--- config.mk ---
export PLATFORM = sky130hd
export DESIGN_NAME = x2050wmv_flat
export DESIGN_NICKNAME = d
export VERILOG_FILES = /design/src/rtl/x2050_pkg.sv /design/src/rtl/x2050wmv_if.sv /design/src/rtl/x2050_mpxbuf.sv /design/src/rtl/x2050wmv.sv /design/src/flat_wrapper.sv
export SDC_FILE = /design/constraint.sdc
export NUM_CORES = 1
export LEC_CHECK = 0
export CAP_MARGIN = 20
export CORE_MARGIN = 5
export CORE_UTILIZATION = 45
export DETAILED_ROUTE_END_ITERATION = 8
export HOLD_SLACK_MARGIN = 0.15
export PLACE_DENSITY = 0.86
export SLEW_MARGIN = 25
export SYNTH_ARGS = -nofsm -noshare
export SYNTH_HDL_FRONTEND = slang
export SYNTH_SLANG_ARGS = --single-unit
--- constraint.sdc ---
create_clock -name i_clk -period 2.1 [get_ports i_clk]
set_clock_uncertainty 0.2 [all_clocks]
set_input_delay 0.525 -clock i_clk [delete_from_list [all_inputs] [get_ports i_clk]]
set_output_delay 0.525 -clock i_clk [all_outputs]
set_load 0.05 [all_outputs]
--- src/rtl/x2050_pkg.sv ---
// Shared definitions for the 2050 mover output writer: WM field encodings,
// big-endian byte-lane positions within M, and the channel parity helper.
package x2050_pkg;

  typedef enum logic [1:0] {
    WM_NONE    = 2'd0,
    WM_LB      = 2'd1,
    WM_MB      = 2'd2,
    WM_BOTH_IO = 2'd3
  } wm_e;

  // Byte 0 is the most significant lane of M.
  localparam int LANE0_LSB = 24;
  localparam int LANE1_LSB = 16;
  localparam int LANE2_LSB = 8;
  localparam int LANE3_LSB = 0;

  function automatic logic odd_par(input logic [7:0] d);
    return ~^d;
  endfunction

  function automatic logic [31:0] set_lane(input logic [31:0] word,
                                           input logic [1:0]  lane,
                                           input logic [7:0]  b);
    logic [31:0] r;
    r = word;
    case (lane)
      2'd0:    r[LANE0_LSB +: 8] = b;
      2'd1:    r[LANE1_LSB +: 8] = b;
      2'd2:    r[LANE2_LSB +: 8] = b;
      default: r[LANE3_LSB +: 8] = b;
    endcase
    return r;
  endfunction

endpackage

--- src/rtl/x2050wmv_if.sv ---
// Multiplexor-channel buffer-out link: 9-bit data+parity word with valid/ready.
interface x2050wmv_if;
  logic [8:0] mpx_buffer_out_bus;
  logic       mpx_valid;
  logic       mpx_ready;

  modport master (output mpx_buffer_out_bus, output mpx_valid, input mpx_ready);
  modport slave  (input mpx_buffer_out_bus, input mpx_valid, output mpx_ready);
endinterface

--- src/rtl/x2050_mpxbuf.sv ---
// 9-bit buffer-out FIFO; head is registered state, pop on valid & ready.
// A push into a full queue survives only if a pop frees a slot the same cycle.
module x2050_mpxbuf #(
  parameter int FIFO_DEPTH = 2
) (
  input  logic       i_clk,
  input  logic       i_reset,
  input  logic       i_push,
  input  logic [8:0] i_push_dat,
  input  logic       i_rdy,
  input  logic       i_ovr_clr,
  output logic [8:0] o_head,
  output logic       o_vld,
  output logic       o_full,
  output logic       o_overrun
);
  localparam int AW = $clog2(FIFO_DEPTH);
  localparam logic [AW:0] CNT_FULL = (AW + 1)'(FIFO_DEPTH);

  logic [8:0]    r_mem [FIFO_DEPTH];
  logic [AW-1:0] r_rptr, r_wptr;
  logic [AW:0]   r_cnt;
  logic          r_overrun;
  logic          w_pop, w_push_ok, w_ovr_set;

  assign o_vld     = (r_cnt != '0);
  assign o_full    = (r_cnt == CNT_FULL);
  assign o_head    = o_vld ? r_mem[r_rptr] : 9'h000;
  assign o_overrun = r_overrun;

  assign w_pop     = o_vld & i_rdy;
  assign w_push_ok = i_push & (~o_full | w_pop);
  assign w_ovr_set = i_push & o_full & ~w_pop;

  always_ff @(posedge i_clk or negedge i_reset) begin
    if (!i_reset) begin
      r_rptr    <= '0;
      r_wptr    <= '0;
      r_cnt     <= '0;
      r_overrun <= 1'b0;
    end else begin
      if (w_pop)     r_rptr <= r_rptr + 1'b1;
      if (w_push_ok) r_wptr <= r_wptr + 1'b1;
      case ({w_push_ok, w_pop})
        2'b10:   r_cnt <= r_cnt + 1'b1;
        2'b01:   r_cnt <= r_cnt - 1'b1;
        default: r_cnt <= r_cnt;
      endcase
      // A fresh drop outranks a clear in the same cycle.
      if (w_ovr_set)      r_overrun <= 1'b1;
      else if (i_ovr_clr) r_overrun <= 1'b0;
    end
  end

  always_ff @(posedge i_clk) begin
    if (w_push_ok) r_mem[r_wptr] <= i_push_dat;
  end

endmodule

--- src/rtl/x2050wmv.sv ---
// Mover output writer: lands W in an M byte lane (LB/MB) or, in I/O mode,
// queues W with odd parity toward the multiplexor channel.
module x2050wmv
  import x2050_pkg::*;
#(
  parameter int FIFO_DEPTH = 2
) (
  input  logic        i_clk,
  input  logic        i_reset,
  input  logic        i_io_mode,
  input  logic [1:0]  i_wm,
  input  logic [7:0]  i_w_reg,
  input  logic [1:0]  i_lb_reg,
  input  logic [1:0]  i_mb_reg,
  input  logic        i_m_load,
  input  logic [31:0] i_m_in,
  input  logic        i_overrun_clr,
  output logic [31:0] o_m_reg,
  output logic        o_full,
  output logic        o_overrun,
  x2050wmv_if.master  mpx
);
  logic [31:0] r_m_reg;
  logic [31:0] w_m_nxt;
  logic [1:0]  w_idx;
  logic        w_wr_lb, w_wr_mb, w_push;

  // I/O mode folds WM=2 onto the push encoding.
  assign w_idx   = i_wm | {1'b0, i_io_mode & i_wm[1]};
  assign w_wr_lb = (w_idx == WM_LB) | ((w_idx == WM_BOTH_IO) & ~i_io_mode);
  assign w_wr_mb = (w_idx == WM_MB) | ((w_idx == WM_BOTH_IO) & ~i_io_mode);
  assign w_push  = (w_idx == WM_BOTH_IO) & i_io_mode;

  always_comb begin
    w_m_nxt = i_m_load ? i_m_in : r_m_reg;
    if (w_wr_mb) w_m_nxt = set_lane(w_m_nxt, i_mb_reg, i_w_reg);
    if (w_wr_lb) w_m_nxt = set_lane(w_m_nxt, i_lb_reg, i_w_reg);
  end

  always_ff @(posedge i_clk or negedge i_reset) begin
    if (!i_reset) r_m_reg <= '0;
    else          r_m_reg <= w_m_nxt;
  end

  assign o_m_reg = r_m_reg;

  x2050_mpxbuf #(.FIFO_DEPTH(FIFO_DEPTH)) u_mpxbuf (
    .i_clk      (i_clk),
    .i_reset    (i_reset),
    .i_push     (w_push),
    .i_push_dat ({odd_par(i_w_reg), i_w_reg}),
    .i_rdy      (mpx.mpx_ready),
    .i_ovr_clr  (i_overrun_clr),
    .o_head     (mpx.mpx_buffer_out_bus),
    .o_vld      (mpx.mpx_valid),
    .o_full     (o_full),
    .o_overrun  (o_overrun)
  );

endmodule

--- src/flat_wrapper.sv ---
// flat-port wrapper written by rule: the top's interface ports become plain ports
module x2050wmv_flat import x2050_pkg::*;
#(
  parameter int FIFO_DEPTH = 2
)
  (i_clk, i_reset, i_io_mode, i_wm, i_w_reg, i_lb_reg, i_mb_reg, i_m_load, i_m_in, i_overrun_clr, o_m_reg, o_full, o_overrun, mpx_mpx_buffer_out_bus, mpx_mpx_valid, mpx_mpx_ready);
  x2050wmv_if mpx_i ();
  input  logic i_clk;
  input  logic i_reset;
  input  logic i_io_mode;
  input  logic [1:0] i_wm;
  input  logic [7:0] i_w_reg;
  input  logic [1:0] i_lb_reg;
  input  logic [1:0] i_mb_reg;
  input  logic i_m_load;
  input  logic [31:0] i_m_in;
  input  logic i_overrun_clr;
  output logic [31:0] o_m_reg;
  output logic o_full;
  output logic o_overrun;
  output wire logic [$bits(mpx_i.mpx_buffer_out_bus)-1:0] mpx_mpx_buffer_out_bus;
  output wire logic [$bits(mpx_i.mpx_valid)-1:0] mpx_mpx_valid;
  input wire logic [$bits(mpx_i.mpx_ready)-1:0] mpx_mpx_ready;
  assign mpx_mpx_buffer_out_bus = mpx_i.mpx_buffer_out_bus;
  assign mpx_mpx_valid = mpx_i.mpx_valid;
  assign mpx_i.mpx_ready = mpx_mpx_ready;
  x2050wmv #(.FIFO_DEPTH(FIFO_DEPTH)) u_core (.i_clk(i_clk), .i_reset(i_reset), .i_io_mode(i_io_mode), .i_wm(i_wm), .i_w_reg(i_w_reg), .i_lb_reg(i_lb_reg), .i_mb_reg(i_mb_reg), .i_m_load(i_m_load), .i_m_in(i_m_in), .i_overrun_clr(i_overrun_clr), .o_m_reg(o_m_reg), .o_full(o_full), .o_overrun(o_overrun), .mpx(mpx_i));
endmodule
# Word level (Yosys, flattened, before mapping)
# Memories as Yosys holds them, arrays and structs flattened.
# Cells that the tools add are included.
# totals
reg_bits	37
n_memories	1
mem_bits_rw	18
in_bits	52
output_inout_bits	44
# memory_table
memory	words	width	read_ports	rd_ports_with_merged_regs	wr	line_no	rtl
u_core.u_mpxbuf.r_mem	2	9	1	0	1	x2050_mpxbuf.sv:20	logic [8:0] r_mem [FIFO_DEPTH];
# op_classes
bitwise	14
n_reduce_logical	8
eq_ne	10
mux	17
n_addsub	4
# op_table
cell	count
$mux W32	3
$mux W8	8
$eq A2 B2 Y1 const B	6
$mux W9	1
$eq A2 B1 Y1 const B	4
$reduce_xnor A8 Y1	1
$and A1 B1 Y1	7
$reduce_bool A2 Y1	3
$reduce_or A3 Y1	2
$logic_not A2 Y1	2
$mux W1	4
$pmux W2 S2	1
$not A1 Y1	3
$or A1 B1 Y1	3
$add A1 B1 Y1 const B	2
$add A2 B1 Y2 const B	1
$or A2 B1 Y2	1
$sub A2 B1 Y2 const B	1

# Longest topological paths before layout
# Gate-level depths: netlist of the first run.
# depth
word_depth	8
ltp_mapped	4
depth_no_buf	3

# Cells and area by module
# From an unflattened synthesis of the first run, not the netlist that was laid out.
# hier_totals
cells_unflattened	181
area_unflattened_um2	2692.6
# by_module_without_submodules
module	area_per_inst_um2	cells_per_inst	instances
x2050wmv	1755.4	119	1
x2050_mpxbuf	937.1	62	1

# Least setup slack after synthesis of the first run
# No wires, ideal clock.
# synth_path
path_kind	register to output
start	register u_core.u_mpxbuf.r_cnt[1]
end	output port mpx_mpx_buffer_out_bus[0]
n_path_buf	1
arrival_ps	1353
stages_incl_launch_ff	4
required_time_ps	1375
path_slack_ps	22
cell_sequence	dfrtp_1 > clkbuf_1 > nor2_1 > nor2_1
# synth_via
elab_chain_cells	2
# synth_rtl
element	line_no	rtl
start: declaration	x2050_mpxbuf.sv:22	logic [AW:0] r_cnt;
start signal: assignment	x2050_mpxbuf.sv:45	2'b10: r_cnt <= r_cnt + 1'b1;
start signal: assignment	x2050_mpxbuf.sv:46	2'b01: r_cnt <= r_cnt - 1'b1;
start signal: assignment	x2050_mpxbuf.sv:47	default: r_cnt <= r_cnt;
$reduce_bool A2 Y1	x2050_mpxbuf.sv:26	assign o_vld = (r_cnt != '0);
$mux W9	x2050_mpxbuf.sv:28	assign o_head = o_vld ? r_mem[r_rptr] : 9'h000;
end: declaration	flat_wrapper.sv:21	output wire logic [$bits(mpx_i.mpx_buffer_out_bus)-1:0] mpx_mpx_buffer_out_bus;
# Every way passes these cells.

# Final worst setup path of the first run
# layout_path
start	register u_core.u_mpxbuf.r_rptr
end	output port mpx_mpx_buffer_out_bus[8]
# layout_via
elab_chain_cells	2
# layout_rtl
element	line_no	rtl
start: declaration	x2050_mpxbuf.sv:21	logic [AW-1:0] r_rptr, r_wptr;
start signal: assignment	x2050_mpxbuf.sv:42	if (w_pop) r_rptr <= r_rptr + 1'b1;
$mem_v2 Z2 W9	n/a	
$mux W9	x2050_mpxbuf.sv:28	
# Every way passes these cells.

==> flow_summary.toml, run 1 <==
[setup_path]
path_class = "flip-flop to output pin"
cp_max_fo = 5
arrival_ns = 1.36
start_kind = "flip-flop"
r2r_cells = 5
r2r-start = "u_core.u_mpxbuf.r_cnt[1]"
r2r_end = "u_core.u_mpxbuf.r_mem[0][1]"
end_kind = "output pin"
r2r_slack_ns = 0.48
cp.required_ns = 1.37

[clocking]
cts_made_buffers = 5
clockBufferDepth = 2
root_buffer = "clkbuf_8"
cts.sinks = 55
cts_max_level = 2
clk_latency_ns = 0.29
cts_tree = "yes"
path_clk_slew_ns = 0.09

[timing]
fin_ws_ns = 0.01175
finalSetupViolations = 0
setup_tns_ns = 0
fmax_mhz = 478.9
maxSlewHeadroom_pct = 68.58
post-route-min-period_ns = 2.088
rsz0062_at_grt = "yes"
finalCritPeriodShare_pct = 99.44
slew_violations = 0
finalHoldViolCount = 0
worst_slew_pin_slew_ns = 0.4713

[finish]
drive_gt1_share_pct = 52.43
nets = 360
largest_reg_flops = 32
fin_area_um2 = 4227
layout_common_cells = "buf_4 (55), clkdlybuf4s50_1 (48), dfrtp_1 (35), mux2_2 (33), mux2_4 (32)"
syn2layout_area_growth_pct = 49.93
diodes = 0
final_common_cell = "buf_4"

[floorplan]
io-pin-count = 96
core_area_um2 = 5991
fp.dieH_um = 89.15
rows = 28
die_w_um = 89.15
die_area_um2 = 7947
initial_core_util_pct = 47.06

[route]
vias = 1962
vias_per_cell = 5.109
drc = 0
routed_wl_mm = 7.096
firstDrtPassIters = 5
post_drt_wl_per_cell_um = 18.48
drtIter0Drc = 104
postRouteAntennaNets = 0

[run_status]
status = "completed"

[flow_run]
drv_cap = 0

[placement]
hpwl_mm = 5.205
dpl-instance-area_um2 = 3980
finalWeightedCongestion = 0.7452
numPortBuffers = 95
pre_cts_ws_ns = -0.3477

[yosys]
postSynthCellCount = 183
synth_warnings = 0
synth.net_count = 235
synth_area_per_cell_um2 = 15.40
synth-seq-area-share_pct = 52.02
synth.distinct_cells = 27
synth-seq-cells = 55
synth.cell_area_um2 = 2819

[global_routing]
grt_usage_pct = 18.29
antenna_found_initial = 0
grt_pass1_wl_mm = 10.93
first_global_vias = 2103
grt_overflow = 0
grt_max_degree = 38

[hold_path]
worstHoldStart = "u_core.u_mpxbuf.r_wptr"
holdPathStages = 1
hp-class = "flip-flop to flip-flop"
hold_path_end = "u_core.u_mpxbuf.r_wptr"

[power]
leakagePower_nw = 1.886
p_per_area_nw_per_um2 = 877.9
ir_worst_vdd_v = 0.0005846
critical path: stages, from the launching register on:
cell	delay (ns)
dfrtp_1	0.41
buf_6	0.16
mux2i_2	0.27
nor2_2	0.07
buf_6	0.15
cell families after synthesis:
family / Yosys count / share of synthesized area (%)
DFF: 55 / 52.02
muxes: 75 / 33.78
buffers and inverters: 11 / 1.509
AOI/OAI and AO/OA: 11 / 5.149
xor gates and xnor gates: 9 / 2.796
and+or+nand+nor: 22 / 4.749
power breakdown:
part | leakage (nW) | internal (mW) | switching, mW
logic | 1.22 | 0.695 | 0.858
clock network | 0.0644 | 0.475 | 0.327
registers | 0.600 | 1.27 | 0.0897
cells in the mapped netlist:
master	number	area, um^2
nor4b_2	1	15.01
clkbuf_1	5	18.77
inv_1	5	18.77
a21oi_1	1	5.000
mux2i_1	10	100.1
mux2_2	33	371.6
a21boi_4	1	18.77
a21bo_2	1	10.01
o21ba_2	1	10.01
nand3b_1	1	7.510
nor2_1	11	41.29
xnor2_1	8	70.07
and4bb_1	2	25.02
a31oi_4	4	85.08
xor2_1	1	8.760
o22ai_1	1	6.260
o21ai_0	2	10.01
nand2_1	2	7.510
buf_2	1	5.000
nand2b_1	1	6.260
mux2_4	32	480.5
and4b_4	1	13.76
edfxtp_1	18	540.5
nor2b_1	1	6.260
dfrtp_1	37	925.9
nand3_1	1	5.000
and2_1	1	6.260
final cells by class:
class,instances,area [um^2]
Fill cell,413,1764
Sequential cell,55,1469
Multi-Input combinational cell,117,1326
Timing Repair Buffer,124,1182
Tap cell,75,93.84
Clock buffer,5,68.82
Clock inverter,3,67.56
Inverter,5,18.77
timing repair:
item,in CTS,in global routing
buffers inserted,2,1
pin swaps,1,1
gates cloned,0,1
hold buffers,1,0
endpoints found under the setup margin,18,16
endpoints found under the hold margin,37,0
resized for setup,2,19
per-stage QoR:
| step | power [mW] | hold WS, ns | util, % | std cells |
|---|---|---|---|---|
| 6_report | 3.710 | 0.2925 | 70.55 | 384 |
| 4_1_cts | 3.644 | 0.2953 | 69.38 | 382 |
| 3_5_place_dp | 2.812 | 0.2790 | 66.44 | 371 |
| 2_1_floorplan | 2.285 | 0.02941 | - | 183 |
| 3_3_place_gp | 2.780 | 0.2637 | 66.44 | 371 |
| 5_1_grt | 3.874 | 0.3294 | 70.55 | 384 |
how the worst max path moves through the flow:
stage                                         from                   endpoint  slack (ns)
after floorplan           u_core.u_mpxbuf.r_cnt[1]  mpx_mpx_buffer_out_bus[0]        0.02
after global placement                   i_io_mode         u_core.o_m_reg[24]       -0.29
after detailed placement                 i_io_mode         u_core.o_m_reg[26]       -0.35
after CTS                   u_core.u_mpxbuf.r_rptr  mpx_mpx_buffer_out_bus[8]       0.007
after global routing        u_core.u_mpxbuf.r_rptr  mpx_mpx_buffer_out_bus[8]       -0.08
final                       u_core.u_mpxbuf.r_rptr  mpx_mpx_buffer_out_bus[8]        0.01
routing by layer:
layer,GRT usage (%),share of wire (%),routed length (um)
met1,22.82,40,2864
met2,32.75,52,3689
met3,3.226,6.2,438
met4,4.601,1.5,104
met5,0,0,0
No activity file was read; power rests on OpenSTA's default activity.
==> inputs of run 2 (changes only) <==
- REMOVE_ABC_BUFFERS: unset -> 1
==> flow_summary.toml, run 2 (same netlist as run 1, synthesis figures left out) <==
[timing]
maxSlewHeadroom_pct = 68.88
fin_ws_ns = 0.03098
fmax_mhz = 483.3
post-route-min-period_ns = 2.069
setup_tns_ns = 0
finalSetupViolations = 0
rsz0062_at_grt = "yes"
finalHoldViolCount = 0
finalCritPeriodShare_pct = 98.52
slew_violations = 0
worst_slew_pin_slew_ns = 0.4668
hold_slack_ns = 0.2911

[finish]
final_common_cell = "buf_4"
largest_reg_flops = 32
layout_common_cells = "buf_4 (60), clkdlybuf4s50_1 (49), dfrtp_1 (34), mux2_2 (33), mux2_4 (32)"
multi_input_area_um2 = 1316
diodes = 0
nets = 360
fill_cells = 449
drive_gt1_share_pct = 51.46
fin_cells = 384
seq_area_um2 = 1470
syn2layout_area_growth_pct = 47.36

[global_routing]
grt_overflow = 0
grt_max_degree = 33
antenna_found_initial = 0
grt_usage_pct = 17.36
grt_pass1_wl_mm = 10.38
first_global_vias = 2081

[route]
vias = 1916
drtIter0Drc = 56
vias_per_cell = 4.990
post_drt_wl_per_cell_um = 17.43
routed_wl_mm = 6.692
drc = 0
postRouteAntennaNets = 0
firstDrtPassIters = 4

[setup_path]
path_class = "primary input to flip-flop"
start_kind = "primary input"
cp.required_ns = 2.08
arrival_ns = 2.05
cp_max_fo = 8
end_kind = "flip-flop"

[power]
leakagePower_nw = 1.855
ir_worst_vdd_v = 0.0006018
p_per_area_nw_per_um2 = 829.3

[clocking]
path_clk_slew_ns = 0.09
cts.sinks = 55
clk_latency_ns = 0.30
cts_max_level = 2
cts_made_buffers = 5
cts_tree = "yes"
clockBufferDepth = 2
root_buffer = "clkbuf_8"

[floorplan]
io-pin-count = 96
die_area_um2 = 7947
core_area_um2 = 5991
fp.dieH_um = 89.15
die_w_um = 89.15
initial_core_util_pct = 47.06
rows = 28

[hold_path]
hp-class = "flip-flop to flip-flop"

[placement]
pre_cts_ws_ns = -0.3829
dp_cells = 370
numPortBuffers = 95
finalWeightedCongestion = 0.7465
hpwl_mm = 5.116

[flow_run]
drv_cap = 0

[run_status]
status = "completed"
==> run 2: final cells by class <==
type | count | share of cell area (%)
Clock inverter | 2 | 0.3012
Timing Repair Buffer | 124 | 28.16
Inverter | 5 | 0.4518
Multi-Input combinational cell | 117 | 31.69
Clock buffer | 6 | 1.747
Tap cell | 75 | 2.259
Sequential cell | 55 | 35.39
==> run 2: routing by layer <==
layer	vias up	share of wire (%)	global-route usage (%)
li1	916	-	-
met1	939	41	21.52
met2	57	53	31.28
met3	4	5.7	3.963
met4	0	0.69	2.977
met5	-	0	0
==> run 2: worst paths after layout <==
path | depth (start not counted) | endpoint | start | slack, ns
min in group asynchronous | 2 | u_core.o_m_reg[17] | i_reset | 0.50
max reg2reg | 4 | u_core.u_mpxbuf.r_mem[1][1] | u_core.u_mpxbuf.r_cnt[0] | 0.46
max | 5 | u_core.o_m_reg[29] | i_wm[1] | 0.03
min reg2reg | 1 | u_core.u_mpxbuf.r_wptr | u_core.u_mpxbuf.r_wptr | 0.29
min | 1 | u_core.u_mpxbuf.r_wptr | u_core.u_mpxbuf.r_wptr | 0.29
max in group asynchronous | 3 | u_core.o_m_reg[14] | i_reset | 0.72
==> run 2: power by group <==
| part | internal [mW] | total (mW) | switching [mW] | leakage [nW] |
|---|---|---|---|---|
| sequential | 1.27 | 1.36 | 0.0922 | 0.599 |
| combinational | 0.690 | 1.52 | 0.833 | 1.21 |
| clock | 0.234 | 0.562 | 0.328 | 0.0412 |
| total | 2.19 | 3.45 | 1.25 | 1.86 |
==> run 2: repair_timing <==
action	4_1_cts	5_1_grt
hold endpoints to repair	17	0
hold buffers	1	0
endpoints found under the setup margin	18	8
gates resized for setup	2	10
buffers inserted	1	4
pin swaps	1	2
==> run 2: critical path, cell delays in order <==
cell and delay (ns):
clkdlybuf4s50_1 0.63, nor4b_2 0.37, a31oi_4 0.06, buf_12 0.17
mux2_4 0.29
==> run 2: metrics by stage <==
stage                     total power, mW  util, %  instance area (um^2)
final                               3.445    69.34                  4154
after global routing                3.601    69.34                  4154
after CTS                           3.371    68.44                  4100
after detailed placement            2.810    66.52                  3985
after global placement              2.785    66.52                  3985
after floorplan                     2.267        -                  2795
==> inputs of run 3 (changes only) <==
- CORE_MARGIN: 5 -> unset
- CORE_UTILIZATION: 45 -> 23
- PLACE_DENSITY: 0.86 -> 0.53
==> flow_summary.toml, run 3 (same netlist as run 1, synthesis figures left out) <==
[run_status]
status = "completed"

[route]
routed_wl_mm = 7.242
drc = 0
firstDrtPassIters = 4
vias = 1892
vias_per_cell = 4.140
postRouteAntennaNets = 0
drtIter0Drc = 44
post_drt_wl_per_cell_um = 15.85

[setup_path]
cp_cell_sequence = "mux2i_1 > nor2_1 > buf_4"
end_kind = "output pin"
path_class = "flip-flop to output pin"
arrival_ns = 1.36
cp_max_fo = 10
cp_slowest_cell = "dfrtp_2"
cp.required_ns = 1.37
start_kind = "flip-flop"
crit_path_max_incr_delay_ns = 0.54

[flow_run]
drv_cap = 0

[timing]
finalCritPeriodShare_pct = 99.08
rsz0062_at_grt = "yes"
post-route-min-period_ns = 2.081
worst_slew_pin_slew_ns = 0.4953
finalHoldViolCount = 0
maxSlewHeadroom_pct = 66.98
fmax_mhz = 480.6
finalSetupViolations = 0
slew_violations = 0

[finish]
layout_common_cells = "buf_4 (63), clkdlybuf4s50_1 (47), dfrtp_1 (35), mux2_2 (33), mux2_4 (32)"
final_common_cell = "buf_4"
largest_reg_flops = 32
final_util_pct = 35.99
syn2layout_area_growth_pct = 52.73
drive_gt1_share_pct = 51.29
nets = 361
diodes = 0

[clocking]
cts_tree = "yes"
cts_max_level = 2
root_buffer = "clkbuf_16"
path_clk_slew_ns = 0.07
cts.sinks = 55
cts_made_buffers = 5
clk_latency_ns = 0.29
clockBufferDepth = 2

[power]
p_switching_mw = 1.295
ir_worst_vdd_v = 0.0003613
p_int_mw = 2.498
clkPwrFrac_pct = 26.0
seqPwrFrac_pct = 36.6
power_mw = 3.793
leakagePower_nw = 1.900
p_per_area_nw_per_um2 = 881.0
p_sw_share_pct = 34.13
comb_power_share_pct = 37.4

[global_routing]
grt_max_degree = 33
grt_pass1_wl_mm = 11.14
first_global_vias = 1984
grt_overflow = 0
grt_usage_pct = 11.69
antenna_found_initial = 0

[floorplan]
initial_core_util_pct = 23.57
core_area_um2 = 11960
die_area_um2 = 12700
die_w_um = 112.7
fp.dieH_um = 112.7
io-pin-count = 96
rows = 40

[hold_path]
hp-class = "flip-flop to flip-flop"

[placement]
hpwl_mm = 5.414
numPortBuffers = 95
finalWeightedCongestion = 0.7605
## run 3: changes by cell type in the layout (fill, tap and decap cells not counted), moves of 2 or more
cell,change
buf_12,-2
buf_4,+3
clkbuf_8,-4
clkdlybuf4s50_1,-2
clkbuf_16,+5
## run 3: metal layers
layer | share of wire (%) | up-vias | track usage, %
li1 | - | 918 | -
met1 | 46 | 915 | 15.66
met2 | 49 | 53 | 19.22
met3 | 5.1 | 6 | 2.839
met4 | 0.77 | 0 | 2.400
met5 | 0 | - | 0
## run 3: final cells by class
| cell class | count | area (um^2) |
|---|---|---|
| clock buffers | 6 | 138.9 |
| clock inverters | 2 | 38.79 |
| fillers | 1156 | 7656 |
| inverters | 5 | 18.77 |
| multi-input cells | 117 | 1310 |
| flip-flops and latches | 55 | 1469 |
| well taps | 147 | 183.9 |
| repair buffers | 125 | 1146 |
## run 3: through the flow
step / setup WS (ns) / TNS [ns] / cell area, um^2 / hold slack [ns] / cells
finish: 0.01927 / 0 / 4305 / 0.2849 / 457
global route: -0.05785 / -0.07992 / 4305 / 0.3111 / 457
CTS: 0.004226 / 0 / 4293 / 0.2880 / 457
detailed placement: -0.3572 / -16.19 / 4095 / 0.2676 / 447
global placement: -0.3375 / -15.24 / 4095 / 0.2682 / 447
floorplan: 0.004606 / 0 / 2795 / 0.02941 / 177
## run 3: final timing paths
check / to / cells after the start / slack [ns] / from
worst max-delay path: mpx_mpx_buffer_out_bus[8] / 3 / 0.02 / u_core.u_mpxbuf.r_rptr
worst min-delay path: u_core.u_mpxbuf.r_wptr / 1 / 0.28 / u_core.u_mpxbuf.r_wptr
worst max register to register: u_core.u_mpxbuf.r_mem[1][3] / 4 / 0.47 / u_core.u_mpxbuf.r_cnt[0]
worst min register to register: u_core.u_mpxbuf.r_wptr / 1 / 0.28 / u_core.u_mpxbuf.r_wptr
max in group asynchronous: u_core.u_mpxbuf.r_rptr / 3 / 0.68 / i_reset
min in group asynchronous: u_core.o_m_reg[23] / 2 / 0.49 / i_reset
## run 3: what timing repair did
action                     4_1_cts  5_1_grt
hold buffers                     1        0
buffers inserted                 1        0
setup endpoints to repair       41        6
hold endpoints to repair        13        0
resized for setup                4        4
## run 3: critical path: cells and delay by family (launching register included)
family                 cells  cell delay, ns
buffers and inverters      1            0.19
DFF                        1            0.54
muxes                      1            0.28
and+or+nand+nor            1            0.06
## run 3: power by group through the flow
stage	registers, mW	logic (mW)	clock network [mW]
final	1.39	1.42	0.987
after detailed placement	1.41	1.40	0
after global placement	1.41	1.39	0
after floorplan	1.68	0.586	0
after global routing	1.41	1.49	1.06
after CTS	1.39	1.42	1.02
